[src/rtl/stg_wb_skid_if.sv]
// stg_wb_skid_if: bus between the writeback skid stage and its environment.
//   Upstream entry : iw_valid/ow_ready handshake, iw_pc, iw_instr, iw_result, iw_wr_en, iw_rd, iw_flush
//   Output entry   : ow_valid/iw_ready handshake, ow_pc, ow_instr
//   Register file  : ow_rf_we, ow_rf_waddr, ow_rf_wdata
//   Retire counter : ow_retire_cnt (only with STG_WB_RETIRE_CNT_EN)
//   Modports: slave = stage side, master = environment side.
interface stg_wb_skid_if #(
   parameter int ADDR_W    = 24,
   parameter int DATA_W    = 24,
   parameter int REG_IDX_W = 4
`ifdef STG_WB_RETIRE_CNT_EN
   ,
   parameter int CNT_W     = 32
`endif
);
   logic                 iw_valid;
   logic                 ow_ready;
   logic [ADDR_W-1:0]    iw_pc;
   logic [DATA_W-1:0]    iw_instr;
   logic [DATA_W-1:0]    iw_result;
   logic                 iw_wr_en;
   logic [REG_IDX_W-1:0] iw_rd;
   logic                 iw_flush;
   logic                 ow_valid;
   logic                 iw_ready;
   logic [ADDR_W-1:0]    ow_pc;
   logic [DATA_W-1:0]    ow_instr;
   logic                 ow_rf_we;
   logic [REG_IDX_W-1:0] ow_rf_waddr;
   logic [DATA_W-1:0]    ow_rf_wdata;
`ifdef STG_WB_RETIRE_CNT_EN
   logic [CNT_W-1:0]     ow_retire_cnt;
   modport slave (
      input  iw_valid, iw_pc, iw_instr, iw_result, iw_wr_en, iw_rd, iw_flush, iw_ready,
      output ow_ready, ow_valid, ow_pc, ow_instr, ow_rf_we, ow_rf_waddr, ow_rf_wdata, ow_retire_cnt
   );
   modport master (
      output iw_valid, iw_pc, iw_instr, iw_result, iw_wr_en, iw_rd, iw_flush, iw_ready,
      input  ow_ready, ow_valid, ow_pc, ow_instr, ow_rf_we, ow_rf_waddr, ow_rf_wdata, ow_retire_cnt
   );
`else
   modport slave (
      input  iw_valid, iw_pc, iw_instr, iw_result, iw_wr_en, iw_rd, iw_flush, iw_ready,
      output ow_ready, ow_valid, ow_pc, ow_instr, ow_rf_we, ow_rf_waddr, ow_rf_wdata
   );
   modport master (
      output iw_valid, iw_pc, iw_instr, iw_result, iw_wr_en, iw_rd, iw_flush, iw_ready,
      input  ow_ready, ow_valid, ow_pc, ow_instr, ow_rf_we, ow_rf_waddr, ow_rf_wdata
   );
`endif
endinterface

[src/rtl/stg_wb_skid.sv]
// stg_wb_skid: writeback pipeline stage with a 2-entry skid buffer and register-file write port.
//   iw_clk : clock, rising edge
//   iw_rst : asynchronous active-high reset
//   bus    : stg_wb_skid_if.slave (upstream entry, output entry, register-file write, retire count)
//   Optional retire counter enabled by macro STG_WB_RETIRE_CNT_EN.
module stg_wb_skid #(
   parameter int ADDR_W    = 24,
   parameter int DATA_W    = 24,
   parameter int REG_IDX_W = 4,
   parameter int ZERO_REG  = 1
`ifdef STG_WB_RETIRE_CNT_EN
   ,
   parameter int CNT_W     = 32
`endif
) (
   input logic          iw_clk,
   input logic          iw_rst,
   stg_wb_skid_if.slave bus
);
   typedef struct packed {
      logic [ADDR_W-1:0]    pc;
      logic [DATA_W-1:0]    instr;
      logic [DATA_W-1:0]    result;
      logic                 wr_en;
      logic [REG_IDX_W-1:0] rd;
   } entry_t;
   entry_t in_e, m_q, m_d, s_q, s_d;
   logic   m_valid_q, m_valid_d, s_valid_q, s_valid_d;
   logic   ready, accept, drain, rd_zero;
   assign in_e   = {bus.iw_pc, bus.iw_instr, bus.iw_result, bus.iw_wr_en, bus.iw_rd};
   // Readiness depends only on skid occupancy, so iw_ready never reaches ow_ready.
   assign ready  = !s_valid_q && !iw_rst;
   assign accept = bus.iw_valid && ready && !bus.iw_flush;
   assign drain  = m_valid_q && bus.iw_ready;
   always_comb begin
      m_d       = m_q;
      s_d       = s_q;
      m_valid_d = m_valid_q;
      s_valid_d = s_valid_q;
      if (bus.iw_flush) begin
         m_valid_d = 1'b0;
         s_valid_d = 1'b0;
      end else if (!m_valid_q || drain) begin
         // Main slot frees up: the older skid entry moves first to keep FIFO order.
         m_valid_d = s_valid_q || accept;
         m_d       = s_valid_q ? s_q : accept ? in_e : m_q;
         s_valid_d = s_valid_q && accept;
         s_d       = (s_valid_q && accept) ? in_e : s_q;
      end else if (accept) begin
         s_valid_d = 1'b1;
         s_d       = in_e;
      end
   end
   always_ff @(posedge iw_clk or posedge iw_rst) begin
      if (iw_rst) begin
         m_q       <= '0;
         s_q       <= '0;
         m_valid_q <= 1'b0;
         s_valid_q <= 1'b0;
      end else begin
         m_q       <= m_d;
         s_q       <= s_d;
         m_valid_q <= m_valid_d;
         s_valid_q <= s_valid_d;
      end
   end
   assign rd_zero         = (ZERO_REG != 0) && (m_q.rd == '0);
   assign bus.ow_ready    = ready;
   assign bus.ow_valid    = m_valid_q;
   assign bus.ow_pc       = m_q.pc;
   assign bus.ow_instr    = m_q.instr;
   assign bus.ow_rf_we    = drain && m_q.wr_en && !rd_zero;
   assign bus.ow_rf_waddr = m_q.rd;
   assign bus.ow_rf_wdata = m_q.result;
`ifdef STG_WB_RETIRE_CNT_EN
   logic [CNT_W-1:0] cnt_q, cnt_d;
   assign cnt_d = cnt_q + CNT_W'(drain);
   always_ff @(posedge iw_clk or posedge iw_rst) begin
      if (iw_rst) cnt_q <= '0;
      else        cnt_q <= cnt_d;
   end
   assign bus.ow_retire_cnt = cnt_q;
`endif
endmodule

[src/flat_wrapper.sv]
// flat-port wrapper written by rule: the top's interface ports become plain ports
module stg_wb_skid_flat 
#(
   parameter int ADDR_W    = 24,
   parameter int DATA_W    = 24,
   parameter int REG_IDX_W = 4,
   parameter int ZERO_REG  = 1

)
  (iw_clk, iw_rst, bus_iw_valid, bus_iw_pc, bus_iw_instr, bus_iw_result, bus_iw_wr_en, bus_iw_rd, bus_iw_flush, bus_iw_ready, bus_ow_ready, bus_ow_valid, bus_ow_pc, bus_ow_instr, bus_ow_rf_we, bus_ow_rf_waddr, bus_ow_rf_wdata);
  stg_wb_skid_if #(.ADDR_W(ADDR_W), .DATA_W(DATA_W), .REG_IDX_W(REG_IDX_W)) bus_i ();
  input logic iw_clk;
  input logic iw_rst;
  input wire logic [$bits(bus_i.iw_valid)-1:0] bus_iw_valid;
  input wire logic [$bits(bus_i.iw_pc)-1:0] bus_iw_pc;
  input wire logic [$bits(bus_i.iw_instr)-1:0] bus_iw_instr;
  input wire logic [$bits(bus_i.iw_result)-1:0] bus_iw_result;
  input wire logic [$bits(bus_i.iw_wr_en)-1:0] bus_iw_wr_en;
  input wire logic [$bits(bus_i.iw_rd)-1:0] bus_iw_rd;
  input wire logic [$bits(bus_i.iw_flush)-1:0] bus_iw_flush;
  input wire logic [$bits(bus_i.iw_ready)-1:0] bus_iw_ready;
  output wire logic [$bits(bus_i.ow_ready)-1:0] bus_ow_ready;
  output wire logic [$bits(bus_i.ow_valid)-1:0] bus_ow_valid;
  output wire logic [$bits(bus_i.ow_pc)-1:0] bus_ow_pc;
  output wire logic [$bits(bus_i.ow_instr)-1:0] bus_ow_instr;
  output wire logic [$bits(bus_i.ow_rf_we)-1:0] bus_ow_rf_we;
  output wire logic [$bits(bus_i.ow_rf_waddr)-1:0] bus_ow_rf_waddr;
  output wire logic [$bits(bus_i.ow_rf_wdata)-1:0] bus_ow_rf_wdata;
  assign bus_i.iw_valid = bus_iw_valid;
  assign bus_i.iw_pc = bus_iw_pc;
  assign bus_i.iw_instr = bus_iw_instr;
  assign bus_i.iw_result = bus_iw_result;
  assign bus_i.iw_wr_en = bus_iw_wr_en;
  assign bus_i.iw_rd = bus_iw_rd;
  assign bus_i.iw_flush = bus_iw_flush;
  assign bus_i.iw_ready = bus_iw_ready;
  assign bus_ow_ready = bus_i.ow_ready;
  assign bus_ow_valid = bus_i.ow_valid;
  assign bus_ow_pc = bus_i.ow_pc;
  assign bus_ow_instr = bus_i.ow_instr;
  assign bus_ow_rf_we = bus_i.ow_rf_we;
  assign bus_ow_rf_waddr = bus_i.ow_rf_waddr;
  assign bus_ow_rf_wdata = bus_i.ow_rf_wdata;
  stg_wb_skid #(.ADDR_W(ADDR_W), .DATA_W(DATA_W), .REG_IDX_W(REG_IDX_W), .ZERO_REG(ZERO_REG)) u_core (.iw_clk(iw_clk), .iw_rst(iw_rst), .bus(bus_i));
endmodule
[config.mk]
export PLATFORM = sky130hd
export DESIGN_NAME = stg_wb_skid_flat
export DESIGN_NICKNAME = d
export VERILOG_FILES = /design/src/rtl/stg_wb_skid_if.sv /design/src/rtl/stg_wb_skid.sv /design/src/flat_wrapper.sv
export SDC_FILE = /design/constraint.sdc
export NUM_CORES = 1
export LEC_CHECK = 0
export ABC_CLOCK_PERIOD_IN_PS = 5700
export CAP_MARGIN = 20
export CORE_MARGIN = 5
export CORE_UTILIZATION = 46
export CTS_CLUSTER_SIZE = 10
export DETAILED_ROUTE_END_ITERATION = 7
export GPL_TIMING_DRIVEN = 0
export PLACE_DENSITY = 0.76
export SLEW_MARGIN = 10
export SYNTH_ARGS = -nofsm -noshare
export SYNTH_HDL_FRONTEND = slang
export SYNTH_SLANG_ARGS = --single-unit
[constraint.sdc]
create_clock -name iw_clk -period 5.7 [get_ports iw_clk]
set_input_delay 1.14 -clock iw_clk [delete_from_list [all_inputs] [get_ports iw_clk]]
set_output_delay 1.14 -clock iw_clk [all_outputs]
set_load 0.02 [all_outputs]
* Word-level counts from Yosys, hierarchy flattened
Cells that the tools add are included.
Storage, ports and cells: output and inout port bits 79, register bits after elaboration 156, bits in latches 0, memories kept 0, bits in read-only memories 0, bits in writable memories 0
Cells by class: bitwise logic cells 1, divide/modulo/power cells 0, reductions and logical operators 21, add/sub/neg operators 0, shift-type cells 0, muxes and demuxes 9, equality and inequality tests 1, multipliers 0, $lt $le $gt $ge 0
Operators by type and width (count):
- 77-bit two-way mux | 4
- 1-bit logical AND | 7
- 3-bit AND reduction | 2
- 2-bit nonzero test | 3
- 1-bit zero test | 5
- 1-bit two-way mux | 5
- 4-bit zero test | 1
- 3-bit nonzero test | 1
- 1-bit logical OR | 2
- 2-bit != test (second input constant) | 1
- 1-bit inverter | 1

* Logic depth before layout (Yosys ltp)
Gate-level depths: netlist of run 1.
depth after elaboration 7, gate-level depth with buffers 6, gate-level depth less buffers 3

* Worst setup path before layout of run 1
No wires, ideal clock.
kind input -> register, start input bus_iw_ready, end register u_core.s_q[0] (netlist bit), data arrival time 2.529 ns, stages 6, data required time 5.575 ns, buffers on the path 3, slack 3.046 ns, cell sequence or3b_1 -> or3_1 -> buf_2 -> buf_6 -> buf_6 -> mux2_4
Between the ends: longest elaborated chain between the ends 4, elaborated cells between the ends (all ways) 6, those cells by class eq/ne: 1; mux: 1; reduce/logical: 4
Ends and longest elaborated chain:
- start, declared | line flat_wrapper.sv:21 | input wire logic [$bits(bus_i.iw_ready)-1:0] bus_iw_ready;
- 1-bit logical AND * | line stg_wb_skid.sv:34 | assign drain = m_valid_q && bus.iw_ready;
- 1-bit logical OR * | line stg_wb_skid.sv:43 | end else if (!m_valid_q || drain) begin
- 2-bit != test (no source line) or 2-bit nonzero test (tied branches)
- 3-bit AND reduction (no source line)
- end signal, assigned | line stg_wb_skid.sv:57 | s_q <= '0;
- end signal, assigned | line stg_wb_skid.sv:62 | s_q <= s_d;
- end, declared | line stg_wb_skid.sv:27 | entry_t in_e, m_q, m_d, s_q, s_d;
Every way passes the cells marked *; elsewhere a longest branch is shown, timed or not. A chain may end at the register's enable or synchronous reset.

* Final worst setup path of run 1
start input bus_iw_ready, end output bus_ow_rf_we
Between the ends: longest elaborated chain between the ends 3
Ends and longest elaborated chain:
- 1-bit logical AND | line stg_wb_skid.sv:34
- 1-bit logical AND (2 in a row) | line stg_wb_skid.sv:72 | assign bus.ow_rf_we = drain && m_q.wr_en && !rd_zero;
- end, declared | line flat_wrapper.sv:26 | output wire logic [$bits(bus_i.ow_rf_we)-1:0] bus_ow_rf_we;
No other way between the ends.

==> results.sh, run 1 <==
export IMPL_status="complete, no violations"
export IMPL_synth_seq_cells=156
export IMPL_numCtsBuffers=17
export IMPL_seq_area_frac_synth_pct=52.7
export IMPL_min_period_over_period_pct=63.5
export IMPL_hold_path_class="flip-flop to flip-flop"
export IMPL_grt_usage_pct=17.2
export IMPL_synth_nets=584
export IMPL_p_switching_mw=0.922
export IMPL_dieWidth_um=137
export IMPL_rows=46
export IMPL_antenna_found_initial=0
export IMPL_layout_commonest_cell="mux2_2"
export IMPL_slew_violations=0
export IMPL_grt_pass1_wl_um=25100
export IMPL_synth_area_per_cell_um2=14.8
export IMPL_start_util_pct=46.8
export IMPL_yosys_warnings=0
export IMPL_path_clk_slew_ns=0.06
export IMPL_tns_ns=0
export IMPL_cp_arrival_ns=2.48
export IMPL_p_per_area_mw_per_mm2=369
export IMPL_combPwrFrac_pct=26.1
export IMPL_routed_wl_um=15700
export IMPL_cp_start_kind="primary input"
export IMPL_drc_errors=0
export IMPL_min_period_ns=3.62
export IMPL_dr_pass1_iters=4
export IMPL_fill_cells=1205
export IMPL_regArea_mm2=0.00390
export IMPL_mostFrequentLayoutCells="mux2_2, clkdlybuf4s50_1, dfrtp_1, buf_4, mux2_4"
export IMPL_hpwlAfterDp_um=10900
export IMPL_worstPathRequired_ns=4.56
export IMPL_place_gp_congestion=0.755
export IMPL_seqPwrFrac_pct=39.1
export IMPL_skew_ns=0.00516
export IMPL_multi_input_area_mm2=0.00278
export IMPL_cts_tree="built"
export IMPL_die_area_mm2=0.0187
export IMPL_drive_above_1_share_pct=50.8
export IMPL_postCtsHoldBufs=0
export IMPL_num_io_pins=161
export IMPL_setup_viol=0
export IMPL_rsz0062_at_grt="no"
export IMPL_coreArea_mm2=0.0158
export IMPL_ant_nets=0
export IMPL_finalHoldViolations=0
export IMPL_cap_violations=0
export IMPL_p_sw_share_pct=25.0
export IMPL_max_clock_path_buffers=2
export IMPL_antenna_cells=0
export IMPL_postSynthCellCount=502
export IMPL_cellLeakagePower_nw=4.48
export IMPL_path_class="primary input to output pin"
export IMPL_max_slew_margin_pct=59.5
export IMPL_routedWlPerCell_um=17.2
export IMPL_nNetsFinal=764
export IMPL_path_max_fanout=3
export IMPL_synth_cell_types=17
export IMPL_synth_area_mm2=0.00741
export IMPL_peakVddDrop_mv=0.215
export IMPL_grt_max_degree=109
export IMPL_clk_latency_ns=0.41
export IMPL_max_freq_ghz=0.276
export IMPL_htree_levels=4
export IMPL_post_cts_buffers=0
export IMPL_portBuffers=160
export IMPL_die_h_um=137
export IMPL_internal_power_mw=2.76
export IMPL_hold_ws_ns=0.502
export IMPL_power_share_clock_pct=34.7
export IMPL_cts_sinks=156
export IMPL_tightest_slew_ns=0.608
export IMPL_root_buffer="clkbuf_16"
export IMPL_detail_route_iter0_violations=115
export IMPL_end_kind="output pin"
export IMPL_grt_pass1_vias=4891
export IMPL_areaGrowthSynthToFinish_pct=34.7
export IMPL_overflow=0
export IMPL_dr_total_vias=4347
export IMPL_cts_resized=0
export IMPL_routed_via_density=4.77
-- area by class of cell --
class,count,area share [%]
Buffer,102,7.12
Clock buffer,21,4.51
Timing Repair Buffer,161,16.3
Clock inverter,11,2.14
Tap cell,216,2.71
Multi-Input combinational cell,241,27.9
Sequential cell,156,39.1
Inverter,3,0.188
-- sequential cells by signal, summed over array words and instances, names as in the netlist --
register,cells
u_core.bus.ow_instr,24
u_core.bus.ow_valid,1
u_core.s_valid_q,1
u_core.bus.ow_rf_wdata,24
u_core.bus.ow_rf_waddr,4
u_core.s_q,77
u_core.m_q,1
u_core.bus.ow_pc,24
-- synthesized netlist by cell type, drive strengths merged --
cell | n | area, µm²
nor2 | 2 | 7.51
buf | 90 | 666
mux2 | 231 | 2710
a221oi | 1 | 15.0
inv | 3 | 11.3
a21oi | 1 | 5.00
or3b | 1 | 8.76
or3 | 1 | 6.26
nor4 | 1 | 6.26
dfrtp | 156 | 3900
clkbuf | 12 | 45.0
nand2b | 1 | 6.26
nand3 | 1 | 5.00
or2b | 1 | 7.51
-- kinds of logic (layout without fill, tap and decap cells) --
group           count (synthesis)  in the layout  share of synthesized area (%)
simple gates                    8              8                          0.642
mux                           231            231                           36.6
flops                         156            156                           52.7
buf+inv                       105            298                           9.75
compound gates                  2              2                          0.270
-- metal layers --
layer	GRT usage (%)	vias to the layer above	share of wire, %
met1	21.6	2163	42
li1	-	2039	-
met4	5.21	0	1.4
met3	6.43	19	7.7
met2	27.9	126	48
met5	0	-	0
-- final timing paths --
path | slack [ns] | depth (start not counted) | startpoint | endpoint
worst max-delay path | 2.08 | 4 | bus_iw_ready | bus_ow_rf_we
worst min-delay path | 0.50 | 1 | u_core.s_q[3]$_DFFE_PP0P_ | u_core.s_q[3]$_DFFE_PP0P_
worst max register to register | 3.38 | 6 | u_core.s_valid_q$_DFFE_PP0P_ | u_core.bus.ow_rf_wdata[4]$_DFFE_PP0P_
worst min register to register | 0.50 | 1 | u_core.s_q[3]$_DFFE_PP0P_ | u_core.s_q[3]$_DFFE_PP0P_
max in group asynchronous | 3.59 | 3 | iw_rst | u_core.bus.ow_instr[3]$_DFFE_PP0P_
min in group asynchronous | 1.21 | 2 | iw_rst | u_core.s_q[5]$_DFFE_PP0P_
-- worst max-delay path, cell delays in order --
cell	delay [ns]
clkdlybuf4s50_1	0.49
nand3_1	0.08
nor2_1	0.09
clkdlybuf4s50_1	0.67
-- power groups by stage --
stage,logic [mW],registers (mW),clock network [mW]
after global placement,0.951,1.44,0
after detailed placement,0.971,1.46,0
after floorplan,0.612,1.42,0
after CTS,0.979,1.44,1.30
final,0.962,1.44,1.28
after global routing,1.03,1.47,1.35
-- stage by stage --
| step | util, % | worst slack, ns | instance area, µm² | instances | power, mW |
|---|---|---|---|---|---|
| after floorplan | - | 0.353 | 7410 | 502 | 2.03 |
| after CTS | 63.0 | 2.08 | 9980 | 911 | 3.73 |
| final | 63.0 | 2.08 | 9980 | 911 | 3.68 |
| after detailed placement | 58.8 | 1.92 | 9310 | 879 | 2.43 |
| after global placement | 58.6 | -1.73 | 9280 | 878 | 2.39 |
| after global routing | 63.0 | 1.96 | 9980 | 911 | 3.84 |
Power figures use the tool's default switching activity.
==> inputs of run 2 (changes only) <==
- ABC_CLOCK_PERIOD_IN_PS: 5700 -> 3550
- CORE_UTILIZATION: 46 -> 51
- PLACE_DENSITY: 0.76 -> 0.8
- clock period: 5.7 -> 3.55 ns (I/O delays scaled with it)
==> run 2 against run 1 <==
Core utilization increased by 5.3 points. Worst setup slack got worse by 1.6 ns. Die area decreased by 9.1%. Sequential power increased by 61%. Count of clock-buffer cells in the layout decreased by 1. Global-route usage increased by 1.8 points. Combinational power increased by 61%. Worst hold slack got worse by 0.0032 ns. Clock power increased by 22%. Critical path depth increased by 1. Clock skew increased by 0.0053 ns. Flip-flop and latch count unchanged. Critical path type is now flip-flop to output pin.
==> results.sh, run 2 (synthesis results as in run 1) <==
export IMPL_dieWidth_um=131
export IMPL_path_class="flip-flop to output pin"
export IMPL_num_io_pins=161
export IMPL_end_kind="output pin"
export IMPL_p_per_area_mw_per_mm2=553
export IMPL_root_buffer="clkbuf_16"
export IMPL_max_freq_ghz=0.324
export IMPL_finish_utilization_pct=68.4
export IMPL_grt_pass1_vias=4996
export IMPL_numCtsBuffers=17
export IMPL_grt_usage_pct=19.1
export IMPL_routedWlPerCell_um=17.8
export IMPL_start_util_pct=51.5
export IMPL_mostFrequentLayoutCells="mux2_2, clkdlybuf4s50_1, dfrtp_1, buf_4, mux2_4"
export IMPL_cts_tree="built"
export IMPL_skew_ns=0.0105
export IMPL_postCtsHoldBufs=0
export IMPL_areaGrowthSynthToFinish_pct=32.6
export IMPL_layout_commonest_cell="mux2_2"
export IMPL_antenna_cells=0
export IMPL_setup_viol=0
export IMPL_routed_wl_um=15600
export IMPL_cellLeakagePower_nw=4.44
export IMPL_overflow=0
export IMPL_grt_pass1_wl_um=25300
export IMPL_die_h_um=131
export IMPL_drive_above_1_share_pct=51.0
export IMPL_antenna_found_initial=0
export IMPL_path_max_fanout=10
export IMPL_routed_via_density=5.01
export IMPL_die_area_mm2=0.0170
export IMPL_post_cts_buffers=0
export IMPL_finalHoldViolations=0
export IMPL_drc_errors=0
export IMPL_max_slew_margin_pct=55.2
export IMPL_nNetsFinal=767
export IMPL_tns_ns=0
export IMPL_largest_reg_flops=77
export IMPL_clk_latency_ns=0.41
export IMPL_status="complete, no violations"
export IMPL_cp_start_kind="flip-flop"
export IMPL_detail_route_iter0_violations=162
export IMPL_grt_max_degree=41
export IMPL_portBuffers=160
export IMPL_min_period_ns=3.09
export IMPL_path_clk_slew_ns=0.06
export IMPL_hpwlAfterDp_um=11300
export IMPL_hold_path_class="flip-flop to flip-flop"
export IMPL_cts_sinks=156
export IMPL_coreArea_mm2=0.0144
export IMPL_place_gp_congestion=0.735
export IMPL_totalPowerFinal_mw=5.43
export IMPL_rows=44
export IMPL_worstPathRequired_ns=2.84
export IMPL_peakVddDrop_mv=0.393
export IMPL_cp_arrival_ns=2.38
export IMPL_rsz0062_at_grt="no"
export IMPL_ant_nets=0
export IMPL_min_period_over_period_pct=87.1
export IMPL_max_clock_path_buffers=2
export IMPL_top_register="u_core.s_q"
export IMPL_htree_levels=4
export IMPL_dr_pass1_iters=4
export IMPL_dr_total_vias=4407
export IMPL_hold_ws_ns=0.499
export IMPL_slew_violations=0
export IMPL_tightest_slew_ns=0.672
export IMPL_cap_violations=0
export IMPL_cts_resized=0
==> run 2: cell count changes in the layout (fill, tap and decap cells not counted), sizes merged <==
cell,previous run,this run
bufinv,6,0
clkbuf,33,32
inv,4,2
clkinv,2,9
buf,91,94
==> run 2: final timing paths <==
check                                              from                                endpoint  cells past startpoint  slack [ns]
hold reg to reg              u_core.s_q[52]$_DFFE_PP0P_              u_core.s_q[52]$_DFFE_PP0P_                      1        0.50
setup reg to reg           u_core.s_valid_q$_DFFE_PP0P_  u_core.bus.ow_rf_wdata[10]$_DFFE_PP0P_                      6        1.17
setup / recovery           u_core.s_valid_q$_DFFE_PP0P_                            bus_ow_ready                      5        0.46
hold / removal               u_core.s_q[52]$_DFFE_PP0P_              u_core.s_q[52]$_DFFE_PP0P_                      1        0.50
min in group asynchronous                        iw_rst      u_core.bus.ow_instr[8]$_DFFE_PP0P_                      2        0.71
max in group asynchronous                        iw_rst     u_core.bus.ow_instr[23]$_DFFE_PP0P_                      4        2.04
==> run 2: layout make-up <==
class	count	area (µm²)
fill	1000	4550
sequential	156	3900
multi-input combinational	241	2780
timing repair buffer	164	1680
buffer	102	711
clock buffer	20	447
tap	184	230
clock inverter	10	52.6
inverter	3	15.0
==> run 2: stage by stage <==
step | setup WS, ns | std cells | cell area (µm²)
2_1_floorplan | 0.867 | 502 | 7410
6_report | 0.459 | 880 | 9820
5_1_grt | 0.286 | 880 | 9820
3_5_place_dp | 0.250 | 850 | 9320
4_1_cts | 0.399 | 880 | 9820
3_3_place_gp | -0.410 | 846 | 9240
==> run 2: layer usage <==
layer	vias to the layer above	GRT usage [%]	routed length (µm)
met5	-	0	0
met2	127	32.3	7730
met3	11	7.28	1160
met4	0	4.54	149
li1	2042	-	-
met1	2227	23.2	6580
==> run 2: worst max-delay path: stages, from the launching register on <==
cell and delay [ns]:
dfrtp_1 0.32, buf_2 0.20, buf_2 0.28, clkbuf_1 0.50
nor2_1 0.10, clkdlybuf4s50_1 0.56
==> run 2: report_power, final <==
group          internal [mW]  leakage (nW)  switching (mW)
Combinational          0.971          2.23           0.582
Sequential              2.13          1.95           0.186
Clock                  0.891         0.254           0.673
Total                   3.99          4.44            1.44
==> inputs of run 3 (changes only) <==
- CAP_MARGIN: 20 -> unset
- SLEW_MARGIN: 10 -> 20
==> run 3 against run 2 <==
Via count rose by 0.61%. First-iteration DRC count fell by 21%. Final area rose by 1.5%. Count of clock-buffer cells in the layout fell by 1. Wire length barely moved.
==> results.sh, run 3 (synthesis results as in run 1) <==
export IMPL_p_per_area_mw_per_mm2=578
export IMPL_drive_above_1_share_pct=51.4
export IMPL_drc_errors=0
export IMPL_grt_pass1_vias=4962
export IMPL_end_kind="output pin"
export IMPL_worst_r2r_path_depth=6
export IMPL_seqPwrFrac_pct=40.2
export IMPL_min_period_over_period_pct=86.9
export IMPL_pre_cts_slack_ns=0.288
export IMPL_dieWidth_um=131
export IMPL_place_gp_congestion=0.735
export IMPL_cap_violations=0
export IMPL_nNetsFinal=768
export IMPL_coreArea_mm2=0.0144
export IMPL_path_class="flip-flop to output pin"
export IMPL_worstPathRequired_ns=2.84
export IMPL_tns_ns=0
export IMPL_die_area_mm2=0.0170
export IMPL_cp_arrival_ns=2.37
export IMPL_routed_wl_um=15600
export IMPL_start_util_pct=51.5
export IMPL_numCtsBuffers=17
export IMPL_cts_resized=0
export IMPL_totalPowerFinal_mw=5.76
export IMPL_areaGrowthSynthToFinish_pct=34.6
export IMPL_finish_utilization_pct=69.4
export IMPL_hold_depth=1
export IMPL_fin_area_mm2=0.00997
export IMPL_overflow=0
export IMPL_ant_nets=0
export IMPL_antenna_found_initial=0
export IMPL_tightest_slew_ns=0.682
export IMPL_die_h_um=131
export IMPL_cellLeakagePower_nw=4.50
export IMPL_max_freq_ghz=0.324
export IMPL_root_buffer="clkbuf_16"
export IMPL_portBuffers=160
export IMPL_p_switching_mw=1.47
export IMPL_grt_max_degree=31
export IMPL_grt_usage_pct=19.0
export IMPL_dr_pass1_iters=4
export IMPL_slew_violations=0
export IMPL_hold_path_class="flip-flop to flip-flop"
export IMPL_clk_latency_ns=0.42
export IMPL_hpwlAfterDp_um=11300
export IMPL_path_max_fanout=10
export IMPL_dr_total_vias=4434
export IMPL_max_slew_margin_pct=54.4
export IMPL_p_sw_share_pct=25.5
export IMPL_status="complete, no violations"
export IMPL_top_register="u_core.s_q"
export IMPL_antenna_cells=0
export IMPL_rows=44
export IMPL_grt_pass1_wl_um=25100
export IMPL_min_period_ns=3.08
export IMPL_routedWlPerCell_um=17.7
export IMPL_cts_sinks=156
export IMPL_setup_viol=0
export IMPL_cts_tree="built"
export IMPL_postCtsHoldBufs=0
export IMPL_routed_via_density=5.02
export IMPL_path_clk_slew_ns=0.06
export IMPL_detail_route_iter0_violations=128
export IMPL_post_cts_buffers=0
export IMPL_internal_power_mw=4.29
export IMPL_layout_commonest_cell="mux2_2"
export IMPL_power_share_clock_pct=32.8
export IMPL_skew_ns=0.00691
export IMPL_combPwrFrac_pct=27.0
export IMPL_htree_levels=4
export IMPL_placed_cell_area_mm2=0.00936
export IMPL_num_io_pins=161
export IMPL_largest_reg_flops=77
export IMPL_finalHoldViolations=0
export IMPL_setup_slack_ns=0.466
export IMPL_cp_start_kind="flip-flop"
export IMPL_max_clock_path_buffers=2
export IMPL_fill_cells=971
export IMPL_rsz0062_at_grt="no"
export IMPL_peakVddDrop_mv=0.393
export IMPL_mostFrequentLayoutCells="mux2_2, clkdlybuf4s50_1, dfrtp_1, buf_4, mux2_4"
run 3: final timing paths:
path	from	slack, ns	to
max	u_core.s_valid_q$_DFFE_PP0P_	0.47	bus_ow_ready
min	u_core.s_q[52]$_DFFE_PP0P_	0.50	u_core.s_q[52]$_DFFE_PP0P_
max reg2reg	u_core.s_valid_q$_DFFE_PP0P_	1.21	u_core.bus.ow_instr[16]$_DFFE_PP0P_
min reg2reg	u_core.s_q[52]$_DFFE_PP0P_	0.50	u_core.s_q[52]$_DFFE_PP0P_
max in group asynchronous	iw_rst	1.81	u_core.bus.ow_pc[9]$_DFFE_PP0P_
min in group asynchronous	iw_rst	0.78	u_core.s_q[46]$_DFFE_PP0P_
run 3: metrics by stage:
stage,std cells,hold WS (ns)
after floorplan,502,0.474
after global placement,846,0.481
after detailed placement,851,0.488
after CTS,883,0.500
after global routing,883,0.513
final,883,0.499
run 3: worst max-delay path, stage by stage (launching register included):
cell	delay [ns]
dfrtp_1	0.31
buf_2	0.20
buf_2	0.28
clkbuf_1	0.50
nor2_1	0.11
clkdlybuf4s50_1	0.56
run 3: layer usage:
metal  up-vias  wire (µm)  share of wire, %  global-route usage, %
li1       2049          -                 -                      -
met1      2242       6580                42                   23.4
met2       125       7670                49                   31.5
met3        18       1180               7.6                   7.48
met4         0        200               1.3                   5.20
met5         -          0                 0                      0
run 3: final cells by class:
type,count,area (µm²),area share [%]
plain buffers,102,711,7.13
clock buffers,19,443,4.44
clock inverters,13,173,1.73
inverters,3,15.0,0.151
multi-input cells,241,2780,27.9
flip-flops and latches,156,3900,39.1
well taps,184,230,2.31
repair buffers,165,1720,17.2
run 3: power groups by stage:
stage | combinational (mW) | clock (mW) | sequential [mW]
after floorplan | 0.984 | 0 | 2.28
after global placement | 1.52 | 0 | 2.32
after detailed placement | 1.57 | 0 | 2.34
after CTS | 1.58 | 1.93 | 2.32
after global routing | 1.66 | 2.01 | 2.36
final | 1.56 | 1.89 | 2.32
